==> src/rtl/conv_pkg.sv <==
// Shared constants and state type for the K=3, rate-1/2 convolutional encode/decode path.
package conv_pkg;
  localparam int SIZE_DATA_IN   = 8;
  localparam int SIZE_DATA_OUT  = 2 * SIZE_DATA_IN;
  localparam int CONSTRAINT_LEN = 3;
  localparam int MEM_W          = CONSTRAINT_LEN - 1;
  localparam int TAIL_W         = 2 * MEM_W;
  localparam int CNT_W          = $clog2(SIZE_DATA_IN);

  localparam logic [CONSTRAINT_LEN-1:0] G0 = 3'b111;
  localparam logic [CONSTRAINT_LEN-1:0] G1 = 3'b101;

  typedef enum logic [1:0] {IDLE, ENC, TAIL, DONE} enc_state_e;
endpackage

==> src/rtl/conv_encoder_frame_if.sv <==
// Frame request / codeword result bundle between the data source and conv_encoder_frame.
interface conv_encoder_frame_if;
  import conv_pkg::*;

  logic                     i_start;
  logic [SIZE_DATA_IN-1:0]  i_data;
  logic                     o_busy;
  logic [SIZE_DATA_OUT-1:0] o_data;
  logic [TAIL_W-1:0]        o_tail;
  logic                     o_done;

  modport master (output i_start, i_data, input o_busy, o_data, o_tail, o_done);
  modport slave  (input i_start, i_data, output o_busy, o_data, o_tail, o_done);
endinterface

==> src/rtl/conv_enc_core.sv <==
// Generator XOR network: one input bit plus encoder memory {d1,d2} -> 2-bit symbol.
module conv_enc_core
  import conv_pkg::*;
(
  input  logic             in_bit,
  input  logic [MEM_W-1:0] mem,
  output logic [1:0]       sym
);
  logic [CONSTRAINT_LEN-1:0] sr;

  assign sr  = {in_bit, mem};
  assign sym = {^(sr & G0), ^(sr & G1)};
endmodule

==> src/rtl/conv_encoder_frame.sv <==
// Frame-level K=3 rate-1/2 encoder: 8-bit word in, 16-bit codeword out, MSB first.
// Build option TAIL_FLUSH_EN: flush K-1 zero bits per frame and report their symbols on o_tail.
module conv_encoder_frame
  import conv_pkg::*;
(
  input  logic               i_clk,
  input  logic               i_rst,
  conv_encoder_frame_if.slave bus
);
  localparam logic [CNT_W-1:0] ENC_LAST = CNT_W'(SIZE_DATA_IN - 1);

  enc_state_e               state_q, state_d;
  logic [CNT_W-1:0]         cnt_q, cnt_d;
  logic [SIZE_DATA_IN-1:0]  payload_q, payload_d;
  logic [MEM_W-1:0]         mem_q, mem_d;
  logic [SIZE_DATA_OUT-1:0] pack_q, pack_d;
  logic [SIZE_DATA_OUT-1:0] o_data_q, o_data_d;
  logic                     core_bit;
  logic [1:0]               sym;

  // Outside ENC the core sees a zero bit, which is exactly the tail flush input.
  assign core_bit = (state_q == ENC) ? payload_q[SIZE_DATA_IN-1] : 1'b0;

  conv_enc_core u_core (
    .in_bit (core_bit),
    .mem    (mem_q),
    .sym    (sym)
  );

`ifdef TAIL_FLUSH_EN
  localparam logic [CNT_W-1:0] TAIL_LAST = CNT_W'(MEM_W - 1);
  logic [TAIL_W-1:0] tail_q, tail_d;
  logic [TAIL_W-1:0] o_tail_q, o_tail_d;
`endif

  always_comb begin
    state_d   = state_q;
    cnt_d     = cnt_q;
    payload_d = payload_q;
    mem_d     = mem_q;
    pack_d    = pack_q;
    o_data_d  = o_data_q;
`ifdef TAIL_FLUSH_EN
    tail_d    = tail_q;
    o_tail_d  = o_tail_q;
`endif
    case (state_q)
      IDLE: begin
        if (bus.i_start) begin
          payload_d = bus.i_data;
          cnt_d     = '0;
          state_d   = ENC;
        end
      end
      ENC: begin
        payload_d = {payload_q[SIZE_DATA_IN-2:0], 1'b0};
        mem_d     = {core_bit, mem_q[MEM_W-1:1]};
        pack_d    = {pack_q[SIZE_DATA_OUT-3:0], sym};
        cnt_d     = cnt_q + 1'b1;
        if (cnt_q == ENC_LAST) begin
          cnt_d = '0;
`ifdef TAIL_FLUSH_EN
          state_d = TAIL;
`else
          state_d  = DONE;
          o_data_d = pack_d;
`endif
        end
      end
`ifdef TAIL_FLUSH_EN
      TAIL: begin
        mem_d  = {core_bit, mem_q[MEM_W-1:1]};
        tail_d = {tail_q[TAIL_W-3:0], sym};
        cnt_d  = cnt_q + 1'b1;
        if (cnt_q == TAIL_LAST) begin
          cnt_d    = '0;
          state_d  = DONE;
          o_data_d = pack_q;
          o_tail_d = tail_d;
        end
      end
`endif
      DONE:    state_d = IDLE;
      default: state_d = IDLE;
    endcase
  end

  always_ff @(posedge i_clk or posedge i_rst) begin
    if (i_rst) begin
      state_q   <= IDLE;
      cnt_q     <= '0;
      payload_q <= '0;
      mem_q     <= '0;
      pack_q    <= '0;
      o_data_q  <= '0;
    end else begin
      state_q   <= state_d;
      cnt_q     <= cnt_d;
      payload_q <= payload_d;
      mem_q     <= mem_d;
      pack_q    <= pack_d;
      o_data_q  <= o_data_d;
    end
  end

`ifdef TAIL_FLUSH_EN
  always_ff @(posedge i_clk or posedge i_rst) begin
    if (i_rst) begin
      tail_q   <= '0;
      o_tail_q <= '0;
    end else begin
      tail_q   <= tail_d;
      o_tail_q <= o_tail_d;
    end
  end
  assign bus.o_tail = o_tail_q;
`else
  assign bus.o_tail = '0;
`endif

  assign bus.o_data = o_data_q;
  assign bus.o_busy = (state_q != IDLE);
  assign bus.o_done = (state_q == DONE);
endmodule

==> src/flat_wrapper.sv <==
// flat-port wrapper written by rule: the top's interface ports become plain ports
module conv_encoder_frame_flat import conv_pkg::*;
  (i_clk, i_rst, bus_i_start, bus_i_data, bus_o_busy, bus_o_data, bus_o_tail, bus_o_done);
  conv_encoder_frame_if bus_i ();
  input  logic i_clk;
  input  logic i_rst;
  input wire logic [$bits(bus_i.i_start)-1:0] bus_i_start;
  input wire logic [$bits(bus_i.i_data)-1:0] bus_i_data;
  output wire logic [$bits(bus_i.o_busy)-1:0] bus_o_busy;
  output wire logic [$bits(bus_i.o_data)-1:0] bus_o_data;
  output wire logic [$bits(bus_i.o_tail)-1:0] bus_o_tail;
  output wire logic [$bits(bus_i.o_done)-1:0] bus_o_done;
  assign bus_i.i_start = bus_i_start;
  assign bus_i.i_data = bus_i_data;
  assign bus_o_busy = bus_i.o_busy;
  assign bus_o_data = bus_i.o_data;
  assign bus_o_tail = bus_i.o_tail;
  assign bus_o_done = bus_i.o_done;
  conv_encoder_frame u_core (.i_clk(i_clk), .i_rst(i_rst), .bus(bus_i));
endmodule
==> config.mk <==
export PLATFORM = sky130hd
export DESIGN_NAME = conv_encoder_frame_flat
export DESIGN_NICKNAME = d
export VERILOG_FILES = /design/src/rtl/conv_pkg.sv /design/src/rtl/conv_encoder_frame_if.sv /design/src/rtl/conv_enc_core.sv /design/src/rtl/conv_encoder_frame.sv /design/src/flat_wrapper.sv
export SDC_FILE = /design/constraint.sdc
export NUM_CORES = 1
export LEC_CHECK = 0
export CAP_MARGIN = 30
export CORE_MARGIN = 1
export CORE_UTILIZATION = 47
export CTS_CLUSTER_SIZE = 28
export DETAILED_ROUTE_END_ITERATION = 6
export PLACE_DENSITY = 0.75
export SETUP_SLACK_MARGIN = 0.05
export SLEW_MARGIN = 20
export SYNTH_ARGS = -nofsm -noshare
export SYNTH_HDL_FRONTEND = slang
export SYNTH_HIERARCHICAL = 1
export SYNTH_SLANG_ARGS = --single-unit
==> constraint.sdc <==
create_clock -name i_clk -period 1.6 [get_ports i_clk]
set_input_delay 0.32 -clock i_clk [delete_from_list [all_inputs] [get_ports i_clk]]
set_output_delay 0.32 -clock i_clk [all_outputs]
set_load 0.01 [all_outputs]
# Yosys cells after proc, flatten, opt, wreduce, memory -nomap -nowiden
# Cells that the tools add are included.
dict set report classes {
  addsub 1
  n_mul 0
  div 0
  magnitude_cmp 0
  n_eq_ne 5
  shift 0
  n_mux 9
  bitwise 0
  reduce_logical 8
}
# op count
set ops {}
lappend ops {{case mux 8 bit (2 select lines)} 1}
lappend ops {{2-to-1 mux 8 bit} 1}
lappend ops {{2-to-1 mux 3 bit} 2}
lappend ops {{case mux 3 bit (2 select lines)} 1}
lappend ops {{AND reduction 2 bit} 3}
lappend ops {{parity 3 bit} 2}
lappend ops {{2-to-1 mux 2 bit} 2}
lappend ops {{case mux 2 bit (2 select lines)} 1}
lappend ops {{nonzero test 2 bit} 2}
lappend ops {{adder 3 x 1 -> 3 bit (second input constant)} 1}
lappend ops {{equality test 3 bit (second input constant)} 1}
lappend ops {{equality test 2 x 1 -> 1 bit (second input constant)} 1}
lappend ops {{equality test 2 bit (second input constant)} 1}
lappend ops {{zero test 2 bit} 1}
lappend ops {{!= test 2 x 1 -> 1 bit (second input constant)} 1}
lappend ops {{!= test 2 bit (second input constant)} 1}
lappend ops {{2-to-1 mux 1 bit} 1}
dict set report word_totals {
  reg_bits 45
  latchBits 0
  ram_bits 0
  rom_bits 0
  inputBits 11
  out_inout_bits 22
  n_memories 0
}

# Depth between registers and ports, before layout
dict set report depth {
  depth_word 3
  ltp_mapped 7
  ltp_nobuf 5
}

# Hierarchy
# The synthesis kept the hierarchy.
# module n_inst cells_per_inst area_per_inst_um2 seq_area_each_um2
set by_module_without_submodules {}
lappend by_module_without_submodules {conv_encoder_frame 1 166 1916.8 1126.1}
lappend by_module_without_submodules {conv_enc_core 1 2 32.5 0.0}

# Least setup slack after synthesis
# OpenSTA, ideal clock, no wires.
dict set report synth_path {
  path_kind {register to register}
  startpoint {register u_core.state_q[1]}
  endpoint {register u_core.o_data_q[1], in the netlist u_core/bus.o_data[1]}
  setup_time_ns 0.125
  t_arrival_ns 1.425
  slack_ns 0.050
  stages_incl_launch_ff 7
  period_less_slack_ns 1.550
  path_cell_list {dfrtp_1 > buf_2 > nor2b_4 > buf_6 > and2_1 > xor3_1 > mux2_4}
}
dict set report synth_via {
  elab_chain_cells 3
}
# item line
set synth_rtl {}
lappend synth_rtl {{from (decl)} conv_encoder_frame.sv:12} ;# enc_state_e state_q, state_d;
lappend synth_rtl {{from (signal assigned)} conv_encoder_frame.sv:97} ;# state_q <= state_d;
lappend synth_rtl {{equality test 2 x 1 -> 1 bit} conv_encoder_frame.sv:22} ;# assign core_bit = (state_q == ENC) ? payload_q[SIZE_DATA_IN-1] : 1'b0;
lappend synth_rtl {{2-to-1 mux 1 bit} conv_encoder_frame.sv:22}
lappend synth_rtl {{via u_core.core_bit} conv_encoder_frame.sv:18} ;# logic core_bit;
lappend synth_rtl {{parity 3 bit} conv_enc_core.sv:12} ;# assign sym = {^(sr & G0), ^(sr & G1)};
lappend synth_rtl {{via u_core.sym[1]} conv_encoder_frame.sv:19} ;# logic [1:0] sym;
lappend synth_rtl {{to (signal assigned)} conv_encoder_frame.sv:102} ;# o_data_q <= o_data_d;
lappend synth_rtl {{to (decl)} conv_encoder_frame.sv:17} ;# logic [SIZE_DATA_OUT-1:0] o_data_q, o_data_d;
# The timed path passes the listed nets, and every way through them passes these cells.
# A chain may end at the register's enable or synchronous reset.

# Worst setup path after layout
# Ends and elaborated chain as after synthesis.

==> results.txt <==
Post-synth EDFFs = 0
Pint = 0.00365 W
share of power burned in registers = 36.5%
Overflow after GRT = 0
run status = completed
DRT antenna net count = 0
core box area = 4000 µm²
Worst setup EP type = flip-flop
placer congestion estimate = 0.806
Static Leak = 1.35 nW
pin count of the biggest net entering global routing = 25
Gate power share = 47.9%
register area = 1130 µm²
top cells by count, synth = nand2_1 (47), dfrtp_1 (45), mux2_4 (9)
TNS Setup = 0 ns
highest clock rate = 0.653 GHz
CTS Buf Count = 5
largest area contributor in the netlist = dfrtp_1
CP Max Fanout = 4
Die H = 66.4 µm
post-synth top area share = 57.8%
endpoints failing hold = 0
DRT iter0 DRCs = 42
crit share post-route = 95.8%
yosys warns = 6
Net Sw Power = 0.00203 W
fill count = 290
layout cell share with drive strength beyond 1 = 25.5%
Mapped Avg Cell Area = 11.6 µm²
Yosys cell types = 34
die footprint = 4410 µm²
Tmin final = 1.53 ns
cells after synthesis = 168
post-synthesis sequential area ratio = 57.8%
area delta synth->final = 29.5%
H-tree lvl count = 2
Worst Setup Start Kind = flip-flop
Seq cells post-synth = 45
sw frac = 35.7%
GRT Util Overall = 19.7%
Vias/cell = 5.00
Area contributors post-synth = dfrtp_1 (58%), nand2_1 (9.1%), mux2_4 (6.9%), mux2_2 (4.0%), o22ai_1 (1.9%)
Final Total Pwr = 0.00567 W
initial core utilization = 48.7%
nets@finish = 224
I/O Buffers = 28
Power Density = 2250 nW/µm²
Crit Path Class = reg2reg
final setup fails = 0
count of pins over their slew limit = 0
first-pass GRT wire length = 6400 µm
Via Count = 1310
Detailed Place HPWL = 2510 µm
Clock Sink Count = 45
crit path DAT = 1.72 ns
Main synth FF type = dfrtp_1
cell with the most instances after synthesis = nand2_1
clock latency on the worst-skew pair = 0.30 ns
peak supply drop = 1.27 mV
Pre-antenna DRT Iters = 4
Hold WC Path Type = in2async
number of global-route vias before repair = 1447
CTS root buf = clkbuf_8
clock skew = 0.00329 ns
Clock transition at path regs = 0.08 ns
n_diodes = 0
Async S/R FF share, synth = 100%
unrepaired setup endpoints after global routing = yes
FP Rows = 23
drt drc = 0
hold_buf cts = 0
Max-Cap Viols = 0
chip width = 66.4 µm
CTS tree = built
wire per inst = 14.6 µm
Worst EP required = 1.79 ns
Clock Power Share = 15.7%
final wirelength = 3820 µm
Cell Area, Synth = 1950 µm²
Longest Clk Path Bufs = 2
initial antenna violation count = 0
io pins = 33
multi-input combinational cell area = 761 µm²
## routing by layer
metal  part of all wire (%)  wire (µm)  global-route usage [%]
met2                     51       1960                    33.9
met3                    2.6         99                    3.45
met5                      0          0                       0
met4                    2.2         83                    9.04
met1                     44       1670                    24.0
## power groups by stage
stage | clock [W] | sequential [W] | combinational (W)
2_1_floorplan | 0 | 0.00208 | 0.00164
3_3_place_gp | 0 | 0.00206 | 0.00237
3_5_place_dp | 0 | 0.00210 | 0.00247
4_1_cts | 0.000910 | 0.00207 | 0.00274
5_1_grt | 0.000953 | 0.00214 | 0.00297
6_report | 0.000888 | 0.00207 | 0.00271
## sequential cells by signal (all words and copies together) (netlist names)
register,cells
u_core/state_q,2
u_core/cnt_q,3
u_core/pack_q,14
u_core/payload_q,8
u_core/bus.o_data,16
u_core/mem_q,2
## worst paths after layout
path	startpoint	endpoint	slack (ns)	cells after the start
setup / recovery	u_core/state_q[1]$_DFFE_PP0P_	u_core/bus.o_data[1]$_DFFE_PP0P_	0.07	5
hold / removal	i_rst	u_core/cnt_q[2]$_DFFE_PP0P_	0.21	2
setup reg to reg	u_core/state_q[1]$_DFFE_PP0P_	u_core/bus.o_data[1]$_DFFE_PP0P_	0.07	5
hold reg to reg	u_core/pack_q[13]$_DFFE_PP0N_	u_core/pack_q[13]$_DFFE_PP0N_	0.49	2
max in group asynchronous	i_rst	u_core/pack_q[0]$_DFFE_PP0N_	0.88	3
min in group i_clk	u_core/pack_q[13]$_DFFE_PP0N_	u_core/pack_q[13]$_DFFE_PP0N_	0.49	2
## placed cells by master (no fill, tap or decap), types with 2 or more instances in the layout
cell type / count
dfrtp_1: 44
inv_2: 2
clkbuf_8: 6
nor2_1: 2
buf_4: 11
mux2_4: 9
o22ai_1: 6
mux2_2: 7
conb_1: 4
o22a_1: 2
nor3b_1: 2
nand2_1: 47
a22o_1: 2
nand2_8: 2
a21oi_1: 5
inv_1: 5
clkdlybuf4s50_1: 16
buf_6: 4
dlymetal6s2s_1: 10
## through the flow
| step | hold WS (ns) | instance area (µm²) | util (%) | std cells | setup slack [ns] |
|---|---|---|---|---|---|
| floorplan | 0.442 | 1960 | - | 171 | 0.0899 |
| global placement | 0.456 | 2290 | 57.2 | 247 | 0.101 |
| detailed placement | 0.475 | 2290 | 57.2 | 247 | 0.0186 |
| CTS | 0.204 | 2500 | 62.6 | 262 | 0.0431 |
| global route | 0.244 | 2520 | 63.1 | 262 | 0.0269 |
| finish | 0.214 | 2520 | 63.1 | 262 | 0.0676 |
## cell families (layout without fill, tap and decap cells)
logic type	after synthesis	in the layout	share of synthesized area (%)
xor+xnor	2	2	1.67
flops	45	45	57.8
other cells	1	4	0.192
simple gates	61	63	14.3
compound gates	21	21	7.45
fa+ha+maj	2	2	1.28
buf+inv	20	59	6.35
mux	16	16	11.0
## layout make-up
type	count	share of cell area [%]
timing repair buffer	43	16.8
clock inverter	2	1.49
multi-input combinational	108	30.1
sequential	45	44.7
clock buffer	6	3.27
tap	50	2.48
inverter	8	1.19
## critical path, cell delays in order, from the launching register on
cell	delay (ns)
dfrtp_2	0.43
buf_4	0.16
nor2b_4	0.14
and2_4	0.17
xor3_1	0.23
mux2_4	0.28
## repair_timing
item	in CTS	in global routing
setup buffers	5	1
pin swaps	1	1
resized for setup	16	15
cloned	2	0
endpoints found under the setup margin	3	24
Note: power is estimated with default switching activity, not from simulation.
==> RTL edit (same flow settings) <==
Build with the macro `TAIL_FLUSH_EN` defined.
--- a/src/rtl/conv_encoder_frame.sv
+++ b/src/rtl/conv_encoder_frame.sv
@@ -1,5 +1,7 @@
 // Frame-level K=3 rate-1/2 encoder: 8-bit word in, 16-bit codeword out, MSB first.
 // Build option TAIL_FLUSH_EN: flush K-1 zero bits per frame and report their symbols on o_tail.
+`define TAIL_FLUSH_EN
+
 module conv_encoder_frame
   import conv_pkg::*;
 (
Formal check against the unedited RTL: not equivalent (Yosys sat finds a counterexample within 10 cycles, from zero or initial values and one cycle with i_rst high).
==> RTL edit against the unedited design <==
The flow now finishes with violations (setup timing). Sequential share of layout area decreased by 3.8 points. Routed wire length rose by 35%. Setup slack got worse by 0.082 ns. Power rose by 5.3%. Synthesized area grew 21%. Clock power decreased by 10%. Sequential cell count rose by 8. Final area rose by 28%. Critical endpoint is now u_core/state_q[1]$_DFFE_PP0P_. Largest cell class unchanged.
==> RTL edit: results (changes against the unedited design) <==
status: "finished with violations"
violations: "setup timing"
vias: 1569  # +20%
final_nets: 249  # +11%
drt_iter0_drc: 161  # +280%
hold_path_class: "in2async"
setup-tns-final_ns: -0.0140  # -0.0140 ns
grt_max_degree: 54  # +120%
yosys-mux-area-fraction_pct: 20.4  # +9.4 points
setup_slack_ns: -0.0140  # -0.0816 ns
switchingPower_w: 0.00205  # +1.3%
hpwl_um: 3090  # +23%
dpl-instance-area_um2: 2850  # +25%
layout-drive-gt1-share_pct: 35.2  # +9.7 points
synth_common_cells: "53 x dfrtp_1, 31 x mux2_1, 11 x a21oi_1"
ir_drop_mv: 0.980  # -23%
rr_worst_depth: 6  # +1
synth_compound_area_share_pct: 7.62  # +0.17 points
wl_per_cell_um: 17.3  # +19%
skew_ns: 0.00830  # +0.00500 ns
synth_fa_ha_area_share_pct: 4.76  # +3.5 points
synth_xor_area_share_pct: 1.38  # -0.29 points
synthTopCellsByArea: "dfrtp_1 56%, mux2_1 15%, ha_1 4.8%, mux2_2 4.8%, a221o_1 3.0%"
p_leak_nw: 1.85  # +37%
post_synth_num_cell_types: 27  # -21%
critPathArrivalTime_ns: 1.83  # +0.11 ns
grt_use_total_pct: 20.1  # +0.36 points
globalplace.congestion: 0.781  # -3.2%
port_buffers: 32  # +14%
setup_viol: 1  # +1
cp_slowest_cell: "dfrtp_1"
## RTL edit: layout make-up
cell class	count	area [um2]
Multi-Input combinational cell	106	1120
Tap cell	67	83.8
Inverter	7	30.0
Clock buffer	6	82.6
Clock inverter	2	17.5
Sequential cell	53	1330
Fill cell	326	1540
Timing Repair Buffer	56	584
## RTL edit: power by group through the flow
| stage | combinational [W] | sequential, W | clock [W] |
|---|---|---|---|
| 2_1_floorplan | 0.00137 | 0.00218 | 0 |
| 3_3_place_gp | 0.00225 | 0.00214 | 0 |
| 3_5_place_dp | 0.00235 | 0.00218 | 0 |
| 4_1_cts | 0.00260 | 0.00216 | 0.000829 |
| 5_1_grt | 0.00321 | 0.00224 | 0.000879 |
| 6_report | 0.00300 | 0.00218 | 0.000796 |
## RTL edit: metal layers
layer | wire, um | global-route usage [%]
met2 | 2570 | 33.2
met5 | 0 | 0
met1 | 2310 | 26.1
met4 | 73 | 7.63
met3 | 187 | 4.28
## RTL edit: path summary, 6_finish.rpt
check | end | start | slack (ns)
max | u_core/state_q[1]$_DFFE_PP0P_ | u_core/state_q[0]$_DFFE_PP0P_ | -0.01
min | u_core/bus.o_data[14]$_DFFE_PP0P_ | i_rst | 0.43
max reg2reg | u_core/state_q[1]$_DFFE_PP0P_ | u_core/state_q[0]$_DFFE_PP0P_ | -0.01
min reg2reg | u_core/tail_q[1]$_DFFE_PP0P_ | u_core/tail_q[1]$_DFFE_PP0P_ | 0.52
max in group asynchronous | u_core/state_q[0]$_DFFE_PP0P_ | i_rst | 0.94
min in group i_clk | u_core/tail_q[1]$_DFFE_PP0P_ | u_core/tail_q[1]$_DFFE_PP0P_ | 0.52
## RTL edit: through the flow
stage	instances	worst slack, ns
global placement	278	-0.107
CTS	293	0.00219
detailed placement	278	-0.171
finish	297	-0.0140
floorplan	176	0.0640
global route	297	-0.0637
## RTL edit: kinds of logic (layout without fill, tap and decap cells)
| logic type | Yosys count | count (layout) |
|---|---|---|
| flops | 53 | 53 |
| mux | 43 | 43 |
| compound gates | 26 | 26 |
| simple gates | 26 | 26 |
| buf+inv | 17 | 71 |
| fa+ha+maj | 9 | 9 |
| xor+xnor | 2 | 2 |
## RTL edit: tightest hold or removal path, delay by kind of cell
kind                   cells  cell delay, ns
buffers and inverters      3            0.79
## RTL edit: repair_timing
action	in CTS	in global routing
pin swaps	4	3
endpoints found under the setup margin	36	49
resized for setup	23	48
setup buffers	7	4
hold buffers	0	0
